==> config.mk <==
export PLATFORM = sky130hd
export DESIGN_NAME = mult_seq
export DESIGN_NICKNAME = d
export VERILOG_FILES = /design/src/rtl/mult_seq.sv
export SDC_FILE = /design/constraint.sdc
export NUM_CORES = 1
export LEC_CHECK = 0
export ABC_CLOCK_PERIOD_IN_PS = 2050
export CORE_MARGIN = 2
export CORE_UTILIZATION = 55
export CTS_CLUSTER_DIAMETER = 60
export CTS_CLUSTER_SIZE = 24
export DETAILED_ROUTE_END_ITERATION = 8
export DONT_BUFFER_PORTS = 1
export PLACE_DENSITY = 0.78
export SKIP_CTS_REPAIR_TIMING = 1
export SKIP_LAST_GASP = 1
export SLEW_MARGIN = 20
export SYNTH_ARGS = -nofsm -noshare
export SYNTH_HDL_FRONTEND = slang
export SYNTH_SLANG_ARGS = --single-unit
==> constraint.sdc <==
create_clock -name clock -period 2.05 [get_ports clock]
set_clock_uncertainty 0.1 [all_clocks]
set_input_delay 0.41 -clock clock [delete_from_list [all_inputs] [get_ports clock]]
set_output_delay 0.41 -clock clock [all_outputs]
set_load 0.02 [all_outputs]
==> src/rtl/mult_seq.sv <==
// mult_seq: 32-bit signed radix-2 Booth multiplier that uses an external shared adder
module mult_seq (
  input  logic        clock,
  input  logic        reset,
  input  logic        start,
  input  logic        cancel,
  input  logic [31:0] opA,
  input  logic [31:0] opB,
  input  logic [31:0] adder_sum,
  input  logic        adder_cout,
  output logic [31:0] adder_a,
  output logic [31:0] adder_b,
  output logic        adder_cin,
  output logic        busy,
  output logic        result_valid,
  output logic [31:0] result,
  output logic        ovf
);
  typedef enum logic [1:0] {IDLE, RUN, DONE} state_t;
  state_t      state_q, state_d;
  logic [31:0] m_q, m_d, a_q, a_d, q_q, q_d;
  logic        q1_q, q1_d;
  logic [4:0]  cnt_q, cnt_d;
  logic        s;
  // Booth recoding of {Q[0],q_1}: add M, subtract M via ~M+1, or pass A through
  always_comb begin
    adder_a   = '0;
    adder_b   = '0;
    adder_cin = 1'b0;
    if (state_q == RUN) begin
      adder_a   = a_q;
      adder_b   = (q_q[0] ^ q1_q) ? (q_q[0] ? ~m_q : m_q) : '0;
      adder_cin = q_q[0] & ~q1_q;
    end
  end
  // Bit 32 of the sign-extended sum, used as the arithmetic-shift fill bit
  assign s = adder_a[31] ^ adder_b[31] ^ adder_cout;
  // Next state and datapath update
  always_comb begin
    state_d = state_q;
    m_d     = m_q;
    a_d     = a_q;
    q_d     = q_q;
    q1_d    = q1_q;
    cnt_d   = cnt_q;
    case (state_q)
      IDLE: if (start) begin
        state_d = RUN;
        m_d     = opA;
        a_d     = '0;
        q_d     = opB;
        q1_d    = 1'b0;
        cnt_d   = '0;
      end
      RUN: if (cancel) state_d = IDLE;
      else begin
        a_d     = {s, adder_sum[31:1]};
        q_d     = {adder_sum[0], q_q[31:1]};
        q1_d    = q_q[0];
        cnt_d   = cnt_q + 5'd1;
        state_d = (cnt_q == 5'd31) ? DONE : RUN;
      end
      default: state_d = IDLE;
    endcase
  end
  // State and datapath registers, cleared asynchronously
  always_ff @(posedge clock or negedge reset) begin
    if (!reset) begin
      state_q <= IDLE;
      m_q     <= '0;
      a_q     <= '0;
      q_q     <= '0;
      q1_q    <= 1'b0;
      cnt_q   <= '0;
    end else begin
      state_q <= state_d;
      m_q     <= m_d;
      a_q     <= a_d;
      q_q     <= q_d;
      q1_q    <= q1_d;
      cnt_q   <= cnt_d;
    end
  end
  assign busy         = (state_q == RUN) || (state_q == DONE);
  assign result_valid = (state_q == DONE);
  assign result       = q_q;
  assign ovf          = !((&{a_q, q_q[31]}) || !(|{a_q, q_q[31]}));
endmodule
== Word-level counts from Yosys, hierarchy flattened ==
Cells that the tools add are included.

* $add $sub $neg: 1
* Equality and inequality tests: 5
* Multiplexer cells: 21
* Bitwise gates (word level): 6
* Reductions and logical operators: 10

{| class="wikitable"
|+ Operators with widths
! operator !! number
|-
| $mux 32 || 8
|-
| $pmux 32 s2 || 2
|-
| $reduce_and 33->1 || 1
|-
| $reduce_or 33->1 || 1
|-
| $not 32->32 || 1
|-
| $mux 5 || 2
|-
| $pmux 5 s2 || 1
|-
| $mux 2 || 3
|-
| $add 5x1->5 const B || 1
|-
| $eq 5x5->1 const B || 1
|-
| $ne 2x2->1 const B || 2
|-
| $pmux 2 s2 || 1
|-
| $mux 1 || 3
|-
| $reduce_and 3->1 || 1
|-
| $xor 1x1->1 || 3
|-
| $eq 2x1->1 const B || 1
|-
| $eq 2x2->1 const B || 1
|-
| $logic_not 1->1 || 2
|-
| $logic_not 2->1 || 1
|-
| $logic_or 1x1->1 || 2
|-
| $pmux 1 s2 || 1
|-
| $reduce_and 2->1 || 1
|-
| $reduce_bool 2->1 || 1
|-
| $and 1x1->1 || 1
|-
| $not 1->1 || 1
|}

* Flip-flop bits (word level): 104
* Bits of input ports: 101
* Output and inout bits: 100
* Word-level logic and storage cells: 49

== Depth between registers and ports, before layout ==
* Depth after elaboration: 8
* Gate-level depth with buffers: 9
* Gate-level depth less buffers: 6

== Least setup slack after synthesis ==
No wires, ideal clock.

* Path kind: register -> output
* From: register q_q[0], in the netlist result[0]
* To: output adder_b[10]
* Arrival time: 1547 ps
* Required time: 1540 ps
* Setup slack: -7 ps
* Stages on the path, launching flop included: 6
* Cell sequence: dfrtp_1 ha_1 nand2b_1 clkbuf_1 clkbuf_1 nor2_1

* Cells in the longest elaborated chain, start to end: 3

{| class="wikitable"
|+ Ends and longest elaborated chain
! element !! RTL line !! source
|-
| start: declaration || 21 || <nowiki>logic [31:0] m_q, m_d, a_q, a_d, q_q, q_d;</nowiki>
|-
| start signal: assignment || 79 || <nowiki>q_q <= q_d;</nowiki>
|-
| $mux 32 / $xor 1x1->1 (equally long branches) || 32 || <nowiki>adder_b = (q_q[0] ^ q1_q) ? (q_q[0] ? ~m_q : m_q) : '0;</nowiki>
|-
| $mux 32 * || 32 ||
|-
| $mux 32 * || 30 || <nowiki>if (state_q == RUN) begin</nowiki>
|-
| end: declaration || 12 || <nowiki>output logic [31:0] adder_b,</nowiki>
|}

Every way passes the cells marked *; elsewhere a longest branch is shown, timed or not.

== Worst setup path after layout ==
* From: register q_q[0], in the netlist result[0]
* To: output adder_b[31]

The elaborated chain is that of the path after synthesis.

==> report_table.html <==
<table>
<tr><th>Metric</th><th>Value</th></tr>
<tr><th colspan="2">CTS</th></tr>
<tr><td>Sinks on the clock net</td><td>approximately 100</td></tr>
<tr><td>Clock-pin slew on the worst setup and hold paths</td><td>around 0.1 ns</td></tr>
<tr><td>Number of buffers added by the clock tree synthesis step</td><td>9</td></tr>
<tr><td>Number of levels the H-tree was split into</td><td>3</td></tr>
<tr><td>Latest clock arrival within the worst-skew pair</td><td>around 0.35 ns</td></tr>
<tr><td>Maximum clock insertion buffer count</td><td>2</td></tr>
<tr><td>CTS Root Buffer Type</td><td>sky130_fd_sc_hd__clkbuf_8</td></tr>
<tr><td>TritonCTS clock tree</td><td>done</td></tr>
<tr><th colspan="2">Layout</th></tr>
<tr><td>Area Overhead vs Synth</td><td>23.7%</td></tr>
<tr><td>Fraction of layout instances using a drive strength above 1</td><td>roughly a third</td></tr>
<tr><td>Number of nets in the final layout</td><td>~630</td></tr>
<tr><td>Inserted Diodes</td><td>0</td></tr>
<tr><td>Finished layout cell area</td><td>0.00617 sq mm</td></tr>
<tr><td>Final cell utilization of the core</td><td>about 70%</td></tr>
<tr><th colspan="2">Hold path</th></tr>
<tr><td>Worst min path class</td><td>in2async</td></tr>
<tr><th colspan="2">Logic synthesis</th></tr>
<tr><td>Fraction of synthesized cell area taken by the top area cell type</td><td>a little over half</td></tr>
<tr><td>Flip-flop and latch count after synthesis</td><td>approximately 100</td></tr>
<tr><td>Largest family of logic cells by synthesized area</td><td>simple AND/OR/NAND/NOR gates</td></tr>
<tr><td>Dominant cells by area after synthesis</td><td>sky130_fd_sc_hd__dfrtp_1 52%, sky130_fd_sc_hd__mux2_2 7.4%, sky130_fd_sc_hd__nand2_1 7.2%, sky130_fd_sc_hd__xnor2_1 5.6%, sky130_fd_sc_hd__a22oi_1 4.7%</td></tr>
<tr><td>Adder-cell share of the synthesized area</td><td>1.50%</td></tr>
<tr><td>Most used standard cell by instance count after synthesis</td><td>sky130_fd_sc_hd__dfrtp_1</td></tr>
<tr><td>Number of enable-type register cells in the synthesized netlist</td><td>0</td></tr>
<tr><td>Commonest register cell after synthesis</td><td>sky130_fd_sc_hd__dfrtp_1</td></tr>
<tr><td>Post-Syn Nets</td><td>between 500 and 600</td></tr>
<tr><td>Synthesized instance count</td><td>between 400 and 500</td></tr>
<tr><td>Cell area after technology mapping</td><td>roughly 0.005 sq mm</td></tr>
<tr><td>Mux share of post-synthesis cell area</td><td>about 8%</td></tr>
<tr><td>Fraction of registers with async set or reset after synthesis</td><td>between 90% and 100%</td></tr>
<tr><td>Post-synthesis cell type with the largest combined area</td><td>sky130_fd_sc_hd__dfrtp_1</td></tr>
<tr><td>Leading post-synthesis cells by instance count</td><td>104 x sky130_fd_sc_hd__dfrtp_1, 96 x sky130_fd_sc_hd__nand2_1, 35 x sky130_fd_sc_hd__nor2_1, 34 x sky130_fd_sc_hd__and2_1, 33 x sky130_fd_sc_hd__mux2_2</td></tr>
<tr><td>Yosys warning count</td><td>0</td></tr>
<tr><td>Area fraction in compound gates after synthesis</td><td>9.28%</td></tr>
<tr><td>Simple-gate portion of the synthesized area</td><td>19.4%</td></tr>
<tr><td>Share of the synthesized netlist area taken by xor and xnor gates</td><td>a little under 6%</td></tr>
<tr><td>Post-synthesis cell type count</td><td>33</td></tr>
<tr><td>Mean cell area of the mapped netlist</td><td>10.3 sq um</td></tr>
<tr><td>Sequential cell area fraction in the yosys report</td><td>between 50% and 60%</td></tr>
<tr><th colspan="2">Timing</th></tr>
<tr><td>Final Slew Violations</td><td>0</td></tr>
<tr><td>Slew at the pin closest to its max-slew limit</td><td>between 0.4 and 0.5 ns</td></tr>
<tr><td>Min cycle time layout</td><td>around 2.2 ns</td></tr>
<tr><td>Relative slew slack</td><td>about 67%</td></tr>
<tr><td>Worst Setup Slack, final</td><td>-0.174 ns</td></tr>
<tr><td>Final worst path period share</td><td>109%</td></tr>
<tr><td>Max frequency</td><td>around 450 MHz</td></tr>
<tr><td>Unrepaired setup endpoints after global routing</td><td>yes</td></tr>
<tr><td>Worst slack on hold paths</td><td>-0.364 ns</td></tr>
<tr><td>Count of final setup violators</td><td>35</td></tr>
<tr><td>Post-Route Setup TNS</td><td>-3.73 ns</td></tr>
<tr><td>Total count of hold-check failures in the final report</td><td>approximately 100</td></tr>
<tr><th colspan="2">Status</th></tr>
<tr><td>Failing checks</td><td>negative hold slack, negative setup slack</td></tr>
<tr><td>Status</td><td>finished, violations left</td></tr>
<tr><th colspan="2">Power</th></tr>
<tr><td>Total power density per cell area</td><td>1900 mW/mm^2</td></tr>
<tr><td>Leakage power summed over all cells</td><td>around 0.0028 uW</td></tr>
<tr><td>Total power</td><td>11800 uW</td></tr>
<tr><td>Peak supply drop</td><td>around 0.00074 V</td></tr>
<tr><th colspan="2">Die</th></tr>
<tr><td>Height of the chip</td><td>approximately 100 um</td></tr>
<tr><td>IO Pins</td><td>201</td></tr>
<tr><td>Die Span X</td><td>99.3 um</td></tr>
<tr><td>Area of the core</td><td>about 0.009 sq mm</td></tr>
<tr><td>Starting Density</td><td>around 57%</td></tr>
<tr><td>Die Footprint</td><td>slightly below 0.01 sq mm</td></tr>
<tr><td>Number of core rows</td><td>34</td></tr>
<tr><th colspan="2">Drt</th></tr>
<tr><td>Final routed wirelength across all metal layers</td><td>~13000 um</td></tr>
<tr><td>DR DRC count</td><td>0</td></tr>
<tr><td>Wire length per cell</td><td>around 20 um</td></tr>
<tr><td>Count of nets left with antenna violations after detail routing</td><td>0</td></tr>
<tr><td>Drt via density</td><td>between 6 and 7</td></tr>
<tr><td>Count of TritonRoute iterations in the first routing pass</td><td>4</td></tr>
<tr><td>Number of violations reported at the end of detailed-routing iteration 0</td><td>roughly 190</td></tr>
<tr><td>Routed via count</td><td>roughly 3800</td></tr>
<tr><th colspan="2">GRT</th></tr>
<tr><td>Pin count of the biggest net entering global routing</td><td>105</td></tr>
<tr><td>Initial antenna violation count</td><td>0</td></tr>
<tr><td>Global-route wire length before repair</td><td>between 15000 and 20000 um</td></tr>
<tr><td>GRT Total Usage</td><td>approximately 23%</td></tr>
<tr><td>Vias in the first global route</td><td>3530</td></tr>
<tr><td>Grt total ovfl</td><td>0</td></tr>
<tr><th colspan="2">Place</th></tr>
<tr><td>Port Buffers</td><td>0</td></tr>
<tr><td>Post-DP Area</td><td>around 0.0054 sq mm</td></tr>
<tr><td>Final weighted congestion in routability-driven placement</td><td>about 0.87</td></tr>
<tr><td>Post-DP HPWL</td><td>about 8000 um</td></tr>
<tr><th colspan="2">Critical path</th></tr>
<tr><td>Highest net fanout along the worst path</td><td>35</td></tr>
<tr><td>Type of element capturing the critical path</td><td>output pin</td></tr>
<tr><td>Required time of the critical path</td><td>1.54 ns</td></tr>
<tr><td>WP data arrival</td><td>about 1.7 ns</td></tr>
<tr><td>Start-to-end type of the worst setup path</td><td>reg2out</td></tr>
<tr><td>Worst setup SP type</td><td>register</td></tr>
<tr><th colspan="2">Flow run</th></tr>
<tr><td>Number of maximum-capacitance constraint violations</td><td>0</td></tr>
</table>
==> critical path, stage by stage, from the launching register on <==
cell and delay [ns]:
sky130_fd_sc_hd__dfrtp_2 0.45, sky130_fd_sc_hd__buf_12 0.20, sky130_fd_sc_hd__xnor2_1 0.46, sky130_fd_sc_hd__nor2_4 0.09, sky130_fd_sc_hd__buf_6 0.15
==> stage by stage <==
step                      hold WS [ns]  setup slack, ns  instances
after floorplan                 0.0144         -0.00735        486
after global placement          0.0175            0.162        604
after detailed placement        0.0165            0.144        604
after CTS                       -0.375           -0.280        618
after global routing            -0.390           -0.259        631
final                           -0.364           -0.174        631
==> metal layers <==
metal / track usage (%) / share of wire, % / up-vias
met5: 0 / 0 / -
met4: 5.80 / 1.9 / 0
met3: 6.47 / 7.6 / 24
met2: 36.4 / 52 / 186
met1: 30.4 / 38 / 1914
li1: - / - / 1708
==> state kept, by name (all words and copies together) (netlist names) <==
name and count:
state_q 2, result 32, a_q 32, cnt_q 5, m_q 32, q1_q 1
==> power by group <==
group	switching (uW)	leakage, uW	total [uW]	internal [uW]
Sequential	1190	0.00129	4140	2950
Clock	665	0.000101	1380	710
Combinational	3380	0.00141	6240	2870
==> path summary, 6_finish.rpt <==
path	from	to	slack, ns	cells after the start
max in group asynchronous	reset	result[13]	2.02	0
min in group clock	opB[16]	result[16]	0.08	2
max	result[0]	adder_b[31]	-0.17	4
max reg2reg	state_q[1]	result[0]	0.10	8
min reg2reg	q1_q	q1_q	0.42	2
min	reset	m_q[11]	-0.36	0
==> final cells by class <==
type                       count  area [sq um]
sequential                   104          2610
inverter                       3          11.3
fill                         584          2590
timing repair buffer          58           698
clock inverter                 3          67.6
multi-input combinational    344          2510
clock buffer                  11           141
tap                          108           135
==> layout by cell type, fill, tap and decap left out, types with 3 or more instances in the layout <==
cell	netlist	final
sky130_fd_sc_hd__dfrtp_1	104	101
sky130_fd_sc_hd__nand2_1	96	96
sky130_fd_sc_hd__mux2_2	33	33
sky130_fd_sc_hd__xnor2_1	32	32
sky130_fd_sc_hd__a22oi_1	31	31
sky130_fd_sc_hd__buf_6	3	28
sky130_fd_sc_hd__nor2_4	0	26
sky130_fd_sc_hd__and2_2	0	23
sky130_fd_sc_hd__a22o_1	19	19
sky130_fd_sc_hd__buf_4	2	19
sky130_fd_sc_hd__nand3_1	16	16
sky130_fd_sc_hd__clkbuf_8	0	10
sky130_fd_sc_hd__nand4_1	9	9
sky130_fd_sc_hd__nor2_1	35	8
sky130_fd_sc_hd__and2_4	0	7
sky130_fd_sc_hd__buf_12	0	7
sky130_fd_sc_hd__nor4_1	9	6
sky130_fd_sc_hd__and2_1	34	4
sky130_fd_sc_hd__o21ai_0	4	4
sky130_fd_sc_hd__ha_1	6	4
sky130_fd_sc_hd__clkbuf_16	0	4
sky130_fd_sc_hd__and3_1	3	3
sky130_fd_sc_hd__dfrtp_2	0	3
==> logic make-up after synthesis <==
kind of cell | count (synthesis)
adders and majority gates | 6
and+or+nand+nor | 210
xor gates and xnor gates | 34
buffers and inverters | 38
AOI/OAI and AO/OA | 59
DFF | 104
muxes | 35
No activity file was read; power rests on OpenSTA's default activity.
